`src/rtl/reg16_8_regfile_if.sv`:
```
// Register-file access bus: write port D plus two registered read ports A and B.
// The master side (decoder/ALU) drives the selects and write data; the slave side returns the read data.
interface reg16_8_regfile_if #(
    parameter int DATA_W = 16,
    parameter int ADDR_W = 3
);
    logic              en;
    logic              we;
    logic [DATA_W-1:0] data_d;
    logic [ADDR_W-1:0] sel_a;
    logic [ADDR_W-1:0] sel_b;
    logic [ADDR_W-1:0] sel_d;
    logic [DATA_W-1:0] data_out_a;
    logic [DATA_W-1:0] data_out_b;

    modport master (
        output en, we, data_d, sel_a, sel_b, sel_d,
        input  data_out_a, data_out_b
    );

    modport slave (
        input  en, we, data_d, sel_a, sel_b, sel_d,
        output data_out_a, data_out_b
    );
endinterface

```
`src/rtl/reg16_8_regfile.sv`:
```
// 8 x 16-bit general-purpose register file with two registered read ports and one write port.
// The global enable freezes all state so that the pipeline can stall.
module reg16_8_regfile #(
    parameter int DATA_W = 16,
    parameter int ADDR_W = 3
) (
    input  logic                clk,
    input  logic                rst_n,
    reg16_8_regfile_if.slave    bus
);
    localparam int DEPTH = 2 ** ADDR_W;

    logic [DATA_W-1:0] regs [DEPTH];
    logic [DATA_W-1:0] data_a_p1;
    logic [DATA_W-1:0] data_b_p1;

    // Reads sample the array before this edge's write lands, so there is no bypass path.
    always_ff @(posedge clk or negedge rst_n) begin
        if (!rst_n) begin
            for (int i = 0; i < DEPTH; i++) begin
                regs[i] <= '0;
            end
            data_a_p1 <= '0;
            data_b_p1 <= '0;
        end else if (bus.en) begin
            if (bus.we) begin
                regs[bus.sel_d] <= bus.data_d;
            end
            data_a_p1 <= regs[bus.sel_a];
            data_b_p1 <= regs[bus.sel_b];
        end
    end

    assign bus.data_out_a = data_a_p1;
    assign bus.data_out_b = data_b_p1;
endmodule

```
`src/flat_wrapper.sv`:
```
// flat-port wrapper written by rule: the top's interface ports become plain ports
module reg16_8_regfile_flat 
#(
    parameter int DATA_W = 16,
    parameter int ADDR_W = 3
)
  (clk, rst_n, bus_en, bus_we, bus_data_d, bus_sel_a, bus_sel_b, bus_sel_d, bus_data_out_a, bus_data_out_b);
  reg16_8_regfile_if #(.DATA_W(DATA_W), .ADDR_W(ADDR_W)) bus_i ();
  input  logic clk;
  input  logic rst_n;
  input wire logic [$bits(bus_i.en)-1:0] bus_en;
  input wire logic [$bits(bus_i.we)-1:0] bus_we;
  input wire logic [$bits(bus_i.data_d)-1:0] bus_data_d;
  input wire logic [$bits(bus_i.sel_a)-1:0] bus_sel_a;
  input wire logic [$bits(bus_i.sel_b)-1:0] bus_sel_b;
  input wire logic [$bits(bus_i.sel_d)-1:0] bus_sel_d;
  output wire logic [$bits(bus_i.data_out_a)-1:0] bus_data_out_a;
  output wire logic [$bits(bus_i.data_out_b)-1:0] bus_data_out_b;
  assign bus_i.en = bus_en;
  assign bus_i.we = bus_we;
  assign bus_i.data_d = bus_data_d;
  assign bus_i.sel_a = bus_sel_a;
  assign bus_i.sel_b = bus_sel_b;
  assign bus_i.sel_d = bus_sel_d;
  assign bus_data_out_a = bus_i.data_out_a;
  assign bus_data_out_b = bus_i.data_out_b;
  reg16_8_regfile #(.DATA_W(DATA_W), .ADDR_W(ADDR_W)) u_core (.clk(clk), .rst_n(rst_n), .bus(bus_i));
endmodule
```
`config.mk`:
```
export PLATFORM = sky130hd
export DESIGN_NAME = reg16_8_regfile_flat
export DESIGN_NICKNAME = d
export VERILOG_FILES = /design/src/rtl/reg16_8_regfile_if.sv /design/src/rtl/reg16_8_regfile.sv /design/src/flat_wrapper.sv
export SDC_FILE = /design/constraint.sdc
export NUM_CORES = 1
export LEC_CHECK = 0
export CAP_MARGIN = 15
export CORE_ASPECT_RATIO = 0.75
export CORE_MARGIN = 2
export CORE_UTILIZATION = 59
export DETAILED_ROUTE_END_ITERATION = 8
export PLACE_DENSITY = 0.8
export SYNTH_ARGS = -nofsm -noshare
export SYNTH_HDL_FRONTEND = slang
export SYNTH_SLANG_ARGS = --single-unit
```
`constraint.sdc`:
```
create_clock -name clk -period 2.5 [get_ports clk]
set_clock_uncertainty 0.2 [all_clocks]
set_input_delay 0.5 -clock clk [delete_from_list [all_inputs] [get_ports clk]]
set_output_delay 0.5 -clock clk [all_outputs]
set_load 0.005 [all_outputs]
```
==> results_dict.tcl <==
set metrics [dict create \
    drc 0 \
    regToRegEndpoint "u_core.bus.data_out_a[8]" \
    postRouteAntennaNets 0 \
    ys_ff_latch 160 \
    final-hold-violation-count 0 \
    slowest_stage "clkdlybuf4s50_1" \
    placed_cell_area_mm2 0.00926 \
    syn-num-nets 677 \
    critPathMaxStageDelay_ns 0.54 \
    crit_chain "clkdlybuf4s50_1" \
    fin_util_pct 71.6 \
    p_int_uw 5500 \
    synth_top_area_share_pct 48.4 \
    cts-root-buf "clkbuf_16" \
    grt_first_pass_wirelength_um 32900 \
    cts_resized 0 \
    worst_pin_slew_ns 0.469 \
    finalCritPeriodShare_pct 81.3 \
    crit_fanout 2 \
    hpwlAfterDp_um 13500 \
    syn_area_mm2 0.00828 \
    chipWidth_um 141 \
    critPathKind "register to output port" \
    wl_um 20700 \
    r2r_start "u_core.regs[88]" \
    relSlewSlack_pct 68.7 \
    seq_power_share_pct 46.7 \
    clock_path_buffers 2 \
    grt_max_degree 62 \
    cts_sinks 160 \
    grt_overflow 0 \
    hp-start "u_core.regs[51]" \
    drive_gt1_share_pct 29.2 \
    yosys-top-cells-area "dfrtp_1, mux2_2, mux2i_1" \
    grt_antenna_before_repair 0 \
    start_kind "register" \
    wl_per_cell_um 22.9 \
    n_antenna_cell 0 \
    postSynthAreaPerCell_um2 12.8 \
    whs_path_depth 1 \
    syn2layout_area_growth_pct 18.5 \
    ys_warn_count 0 \
    rrSetupSlack_ns 1.15 \
    final_nets 745 \
    p_sw_uw 2200 \
    power.leakage_uw 0.00452 \
    share_comb_of_total_power_pct 22.2 \
    final_area_mm2 0.00982 \
    drtPass1Iterations 5 \
    ys_types 22 \
    swShare_pct 28.6 \
    cts_made_buffers 17 \
    clk_latency_ns 0.42 \
    postSynthCellCount 648 \
    yosysTopAreaCell "dfrtp_1" \
    power_frac_clock_pct 31.1 \
    report.final.slew_viol_count 0 \
    start_util_pct 60.4 \
    period_needed_ns 2.03 \
    post_cts_buffers 0 \
    dieArea_mm2 0.0150 \
    outcome "completed" \
    core_mm2 0.0137 \
    fmax_mhz 492 \
    vias 5756 \
    worstPathRequired_ns 1.80 \
    place.gp.congestion 0.796 \
    ys_seq_area_share_pct 48.4 \
    globalRouteTotalUtil_pct 28.5 \
    p_per_area_mw_per_mm2 785 \
    setup_viol_count_final 0 \
    numPortBuffers 60 \
    holdCritPathClass "register to register" \
    path_clk_slew_ns 0.06 \
    crit_family "buffers and inverters" \
    ctsHtreeMaxLevel 4 \
    end_kind "output port" \
    cts_tree "done" \
    rsz0062_at_grt "no" \
    rr_worst_depth 3 \
    avgViaCountPerCell 6.37 \
    drt_iter0_drc 517 \
    worstPathBufferInverterCount 1 \
    ios 61 \
    row_count 37 \
    arrival_ns 1.33 \
    die_h_um 107 \
    setup_tns_ns 0 \
    ir_worst_vdd_mv 0.510 \
    cap_viol_max_count 0 \
    first_global_vias 5941 \
    holdPathEnd "u_core.regs[51]" \
]
==> cells by family (layout without fill, tap and decap cells) <==
group | count (synthesis) | after routing | synth area share, %
buffers and inverters | 53 | 134 | 3.35
AND/OR/NAND/NOR | 115 | 115 | 8.22
AO/OA/AOI/OAI | 96 | 96 | 10.2
flip-flops | 160 | 160 | 48.4
multiplexers | 224 | 224 | 29.9
==> final cells by class <==
| class | instances | area, um2 |
|---|---|---|
| sequential | 160 | 4000 |
| multi-input combinational | 435 | 4000 |
| fill | 896 | 3890 |
| timing repair buffer | 102 | 1050 |
| clock buffer | 18 | 439 |
| tap | 175 | 219 |
| clock inverter | 14 | 108 |
==> routing by layer <==
layer	global-route usage, %	wire length, um	up-vias
li1	-	-	2562
met1	39.4	9270	2984
met2	46.0	10000	185
met3	5.05	1080	25
met4	10.1	257	0
met5	0	0	-
==> worst max-delay path by stage <==
stage	end	start	cells past startpoint
global placement	u_core.regs[123]	bus_sel_d[0]	5
detailed placement	u_core.regs[118]	bus_sel_d[0]	5
finish	bus_data_out_a[6]	u_core.bus.data_out_a[6]	1
global route	bus_data_out_a[6]	u_core.bus.data_out_a[6]	1
CTS	bus_data_out_a[6]	u_core.bus.data_out_a[6]	1
floorplan	u_core.regs[117]	bus_sel_d[0]	5
==> cell usage after synthesis <==
master and n:
a211o_1 32, a22oi_1 32, a41o_1 32, buf_1 3, buf_12 1, buf_2 29, buf_4 3, buf_6 2
clkbuf_1 15, dfrtp_1 160, mux2_2 108, mux2_4 20, mux2i_1 96, nand2_1 1, nand2b_1 4, nand3_1 32
nand3_2 1, nand3b_2 1, nor2_1 2, nor2_2 6, nor2b_1 66, or3_1 2
==> state kept, by name, summed over array words and instances, names as in the netlist <==
name and cells:
u_core.bus.data_out_a 16, u_core.bus.data_out_b 16, u_core.regs 128
==> power groups by stage <==
stage | Combinational (uW) | Clock (uW) | Sequential, uW
after global routing | 1850 | 2550 | 3660
after detailed placement | 1700 | 0 | 3620
after global placement | 1640 | 0 | 3550
final | 1710 | 2400 | 3600
after floorplan | 1140 | 0 | 3500
after CTS | 1720 | 2430 | 3580
==> layout by cell type, fill, tap and decap left out, drive strengths merged <==
master,count
clkinvlp,3
a22oi,32
nand2,1
nand3,33
mux2,128
a211o,32
nand3b,1
mux2i,96
a41o,32
inv,5
clkbuf,18
clkdlybuf4s50,56
dlygate4sd3,1
nor2,8
buf,45
dfrtp,160
or3,2
clkinv,6
nand2b,4
nor2b,66
==> metrics by stage <==
stage	power [uW]	setup WS [ns]	std cells	hold WS (ns)
finish	7710	0.468	904	0.320
global route	8070	0.447	904	0.347
CTS	7720	0.464	904	0.322
detailed placement	5320	0.123	871	0.253
global placement	5190	0.146	871	0.243
floorplan	4650	0.542	648	0.00441
==> what timing repair did <==
item / 4_1_cts / 5_1_grt
endpoints found under the hold margin: 40 / 0
endpoints found under the setup margin: 0 / 0
hold buffers: 1 / 0
No activity file was read; power rests on OpenSTA's default activity.
==> variant 1, RTL diff (same flow settings) <==
`ADDR_W` is set to 3 in 3 places; all go to 4.
--- a/src/rtl/reg16_8_regfile_if.sv
+++ b/src/rtl/reg16_8_regfile_if.sv
@@ -2,7 +2,7 @@
 // The master side (decoder/ALU) drives the selects and write data; the slave side returns the read data.
 interface reg16_8_regfile_if #(
     parameter int DATA_W = 16,
-    parameter int ADDR_W = 3
+    parameter int ADDR_W = 4
 );
     logic              en;
     logic              we;
--- a/src/rtl/reg16_8_regfile.sv
+++ b/src/rtl/reg16_8_regfile.sv
@@ -2,7 +2,7 @@
 // The global enable freezes all state so that the pipeline can stall.
 module reg16_8_regfile #(
     parameter int DATA_W = 16,
-    parameter int ADDR_W = 3
+    parameter int ADDR_W = 4
 ) (
     input  logic                clk,
     input  logic                rst_n,
--- a/src/flat_wrapper.sv
+++ b/src/flat_wrapper.sv
@@ -2,7 +2,7 @@
 module reg16_8_regfile_flat 
 #(
     parameter int DATA_W = 16,
-    parameter int ADDR_W = 3
+    parameter int ADDR_W = 4
 )
   (clk, rst_n, bus_en, bus_we, bus_data_d, bus_sel_a, bus_sel_b, bus_sel_d, bus_data_out_a, bus_data_out_b);
   reg16_8_regfile_if #(.DATA_W(DATA_W), .ADDR_W(ADDR_W)) bus_i ();
Interface: changed (resized bus_sel_a, bus_sel_b and bus_sel_d); port bits go from 61 to 64. No check against the original RTL was run, so the function may have changed too.
==> variant 1 against the original RTL <==
- routed wire length is 84% higher
- non-clock buffer count is 34 higher
- cell area is 73% higher
- total power is 78% higher
- worst setup slack worse by 190 ps
- via count is 59% higher
- combinational power is 60% higher
- area after synthesis is 76% higher
- final cell count is 49% higher
- sequential cell count is 128 higher
- worst hold slack better by 1.7 ps
==> variant 1: results (changes against the original RTL) <==
[logic_synthesis]
synth_cells = 918  ; +42%
ys_types = 25  ; +14%
synth_fp_nets = 950  ; +40%
synthTopCellsByArea = dfrtp_1 49%, mux4_2 20%, mux2_2 19%, mux2i_1 2.2%, a221oi_1 1.9%
ys_seq_area_share_pct = 49.5  ; +1.1 points
synthTopCellsByCount = 288 x dfrtp_1, 248 x mux2_2, 128 x mux4_2

[placement]
dp.final_hpwl_um = 24900  ; +85%
placed_area_um2 = 16000  ; +73%
portBuffers = 63  ; +5.0%
pre_cts_ws_ps = 62.7  ; -60.0 ps
gp_congestion = 0.857  ; +7.6%

[final_layout]
drive_gt1_share_pct = 51.4  ; +22 points
nFillCells = 1559  ; +74%
largest_reg_flops = 256  ; +100%
final_net_count = 1028  ; +38%

[clock_network]
cts_buffer_depth = 3  ; +1
clk_latency_ps = 550  ; +130 ps
cts_buffers = 28  ; +11
htree_levels = 1  ; -3

[grt]
grt_pass1_wl_um = 59800  ; +82%
grt_use_total_pct = 30.8  ; +2.3 points
grt_pass1_vias = 9754  ; +64%
grt_max_degree = 64  ; +3.2%
antenna_found_initial = 1  ; +1

[detailed_routing]
drt_iter0_drc = 754  ; +46%
drcViolationCount = 0  ; unchanged
vias_per_cell = 6.81  ; +6.9%
vias = 9180  ; +59%
routed_wl_um = 38000  ; +84%

[setup_path]
arrival_ps = 1520  ; +190 ps
reg2reg_slack_ps = 600  ; -550 ps
cpPeakStageDelay_ps = 560  ; +20 ps
crit_family = buffers and inverters

[timing]
timing.fmax_mhz = 450  ; -8.5%
timing.hold.ws_ps = 322  ; +1.75 ps
slew_headroom_pct = 32.4  ; -36 points

[worst_hold_path]
hold_class = input port to asynchronous set/reset pin

[power_and_ir_drop]
leakage_nw = 7.31  ; +62%
ir_drop_mv = 0.643  ; +26%

[status]
outcome = completed

[variant 1: timing repair]
action	CTS	global route
gates resized for setup	0	0
buffers inserted	0	0
endpoints found under the hold margin	55	0
hold buffers	1	0
[variant 1: power breakdown]
group          total, W  switching [W]  internal (W)
combinational   0.00274        0.00103       0.00171
clock           0.00474        0.00190       0.00284
sequential      0.00622       0.000672       0.00555
total            0.0137        0.00360        0.0101
[variant 1: metal layers]
layer | global-route usage (%) | wire length [um] | vias up
li1 | - | - | 3745
met1 | 45.3 | 16100 | 4996
met2 | 48.5 | 18300 | 358
met3 | 4.47 | 2370 | 79
met4 | 9.40 | 1190 | 2
met5 | 0 | 13 | -
[variant 1: worst reg2reg max path: cells and delay by family, from the launching register on]
family	cells	cell delay, ps
muxes	2	970
DFF	1	400
AOI/OAI and AO/OA	1	190
[variant 1: area by class of cell]
class | instances | area [um2] | area share [%]
well taps | 331 | 414 | 2.43
flip-flops and latches | 288 | 7210 | 42.3
multi-input cells | 542 | 6900 | 40.5
repair buffers | 136 | 1460 | 8.59
clock inverters | 19 | 264 | 1.55
clock buffers | 33 | 771 | 4.53
[variant 1: cells by family after synthesis]
group / count (synthesis) / share of synthesized area (%)
buf+inv: 88 / 3.14
mux: 416 / 41.8
compound gates: 64 / 3.30
simple gates: 62 / 2.28
flops: 288 / 49.5
[variant 1: worst paths after layout]
kind,from,endpoint,depth (start not counted)
max,u_core.bus.data_out_a[5],bus_data_out_a[5],1
max reg2reg,u_core.regs[3],u_core.bus.data_out_a[3],3
min reg2reg,u_core.regs[41],u_core.regs[41],1
min,rst_n,u_core.regs[38],2
min in group clk,u_core.regs[41],u_core.regs[41],1
max in group asynchronous,rst_n,u_core.regs[14],3
==> variant 2, RTL diff (config.mk and constraints unchanged) <==
Without the edit above. Make the reset (`rst_n`) synchronous in one clocked block.
--- a/src/rtl/reg16_8_regfile.sv
+++ b/src/rtl/reg16_8_regfile.sv
@@ -15,7 +15,7 @@
     logic [DATA_W-1:0] data_b_p1;
 
     // Reads sample the array before this edge's write lands, so there is no bypass path.
-    always_ff @(posedge clk or negedge rst_n) begin
+    always_ff @(posedge clk) begin
         if (!rst_n) begin
             for (int i = 0; i < DEPTH; i++) begin
                 regs[i] <= '0;
Function: differs if rst_n is asserted again (counterexample within 4 cycles, from zero or initial values and one cycle with rst_n low); with rst_n held inactive, the same outputs for 4 cycles.
==> variant 2 against the original RTL <==
- non-clock buffer count grew 1
- sequential cell count stayed put
- worst setup slack worse by 62 ps
- cell area shrank 2.0%
- via count about the same
- area after synthesis down 1.5%
- routed wire length increased by 11%
- largest cell class unchanged
Power is not compared: it rests on default switching activity, and its combinational part moved more than twofold at a synthesized area within 25%.
==> variant 2: results (changes against the original RTL) <==
[detailed_routing]
wl_met1_um = 9550  ; +3.0%
route.met3.wl_um = 2630  ; +140%
drt_iter0_drc = 782  ; +51%
wl_met2_um = 10300  ; +2.9%
vias = 5752  ; -0.069%
wire_per_inst_um = 26.0  ; +14%
dr.pass1.iters = 6  ; +1

[logic_synthesis]
muxShareOfSynthArea_pct = 16.7  ; -13 points
ys_types = 31  ; +41%
ys_seq_area_share_pct = 55.0  ; +6.6 points
synth-compound-area-share_pct = 10.6  ; +0.40 points
synthTopCellsByArea = edfxtp_1 47%, and2_1 8.9%, mux2_2 8.8%, dfxtp_1 7.9%, mux2i_1 7.9%
synthTopCellsByCount = 128 x edfxtp_1, 116 x and2_1, 64 x mux2_2, 64 x mux2i_1, 36 x o21ai_0
synth_fp_nets = 649  ; -4.1%
synth.avg_cell_area_um2 = 13.2  ; +2.9%
synth-edff-count = 128  ; +128
synth_ff_type = edfxtp_1
syn-cell-area_um2 = 8150  ; -1.5%
async_flop_share_pct = 0  ; -100 points

[grt]
grt_max_degree = 53  ; -15%
grt_pass1_wl_um = 34800  ; +6.0%
grt_use_met1_pct = 46.7  ; +7.4 points
grt_use_total_pct = 32.2  ; +3.6 points
met2_usage_pct = 47.7  ; +1.6 points
global_route.usage.met3_pct = 8.59  ; +3.5 points

[setup_path]
cpPeakStageDelay_ps = 680  ; +140 ps
rr_startpoint = u_core.regs[5][7]
r2r_cells = 4  ; +1
reg2reg_slack_ps = 780  ; -370 ps
critPathLaunch = rst_n
path_max_fanout = 9  ; +7
arrival_ps = 2020  ; +690 ps
r2r-end = u_core.bus.data_out_a[7]
endpoint = u_core.regs[5][11]
cpMaxStageDelayCell = clkdlybuf4s50_1

[placement]
gp_congestion = 0.902  ; +13%
dp.final_hpwl_um = 15600  ; +16%
pre_cts_ws_ps = 13.9  ; -109 ps
dp_cells = 852  ; -2.2%
placed_area_um2 = 9020  ; -2.5%

[worst_hold_path]
hp-start = bus_en
hold_class = input port to flop
worstHoldPathCells = 2  ; +1
hold_end = u_core.bus.data_out_b[2]

[timing]
timing.fmax_mhz = 478  ; -3.0%
slew_headroom_pct = 55.6  ; -13 points

[clock_network]
ctsHoldBuffers = 0  ; -1

[status]
outcome = completed

[final_layout]
drive_gt1_share_pct = 23.2  ; -6.0 points
fin_cells = 882  ; -2.4%
final_net_count = 725  ; -2.7%

-- variant 2: cell count changes in the layout (fill, tap and decap cells not counted), sizes merged, moves of 36 or more --
| cell | unedited run | this run |
|---|---|---|
| mux2 | 128 | 64 |
| o21ai | 0 | 36 |
| edfxtp | 0 | 128 |
| nor2b | 66 | 2 |
| dfrtp | 160 | 0 |
| and2 | 0 | 128 |
-- variant 2: through the flow --
step	setup TNS (ps)	hold slack (ps)	total power, W	util [%]
after CTS	0	215	0.00666	70.7
after global routing	0	236	0.00685	70.7
after floorplan	-6500	314	0.00362	-
after global placement	0	309	0.00398	66.3
final	0	236	0.00667	70.7
after detailed placement	0	313	0.00401	66.3
-- variant 2: final cells by class --
type / instances / area [um2]
multi-input cells: 414 / 3300
clock inverters: 11 / 166
clock buffers: 19 / 433
flip-flops and latches: 160 / 4480
well taps: 175 / 219
repair buffers: 103 / 1020
fillers: 930 / 3990
-- variant 2: cell families after synthesis --
kind of cell	count (synthesis)
mux	128
flops	160
buf+inv	46
simple gates	154
compound gates	132
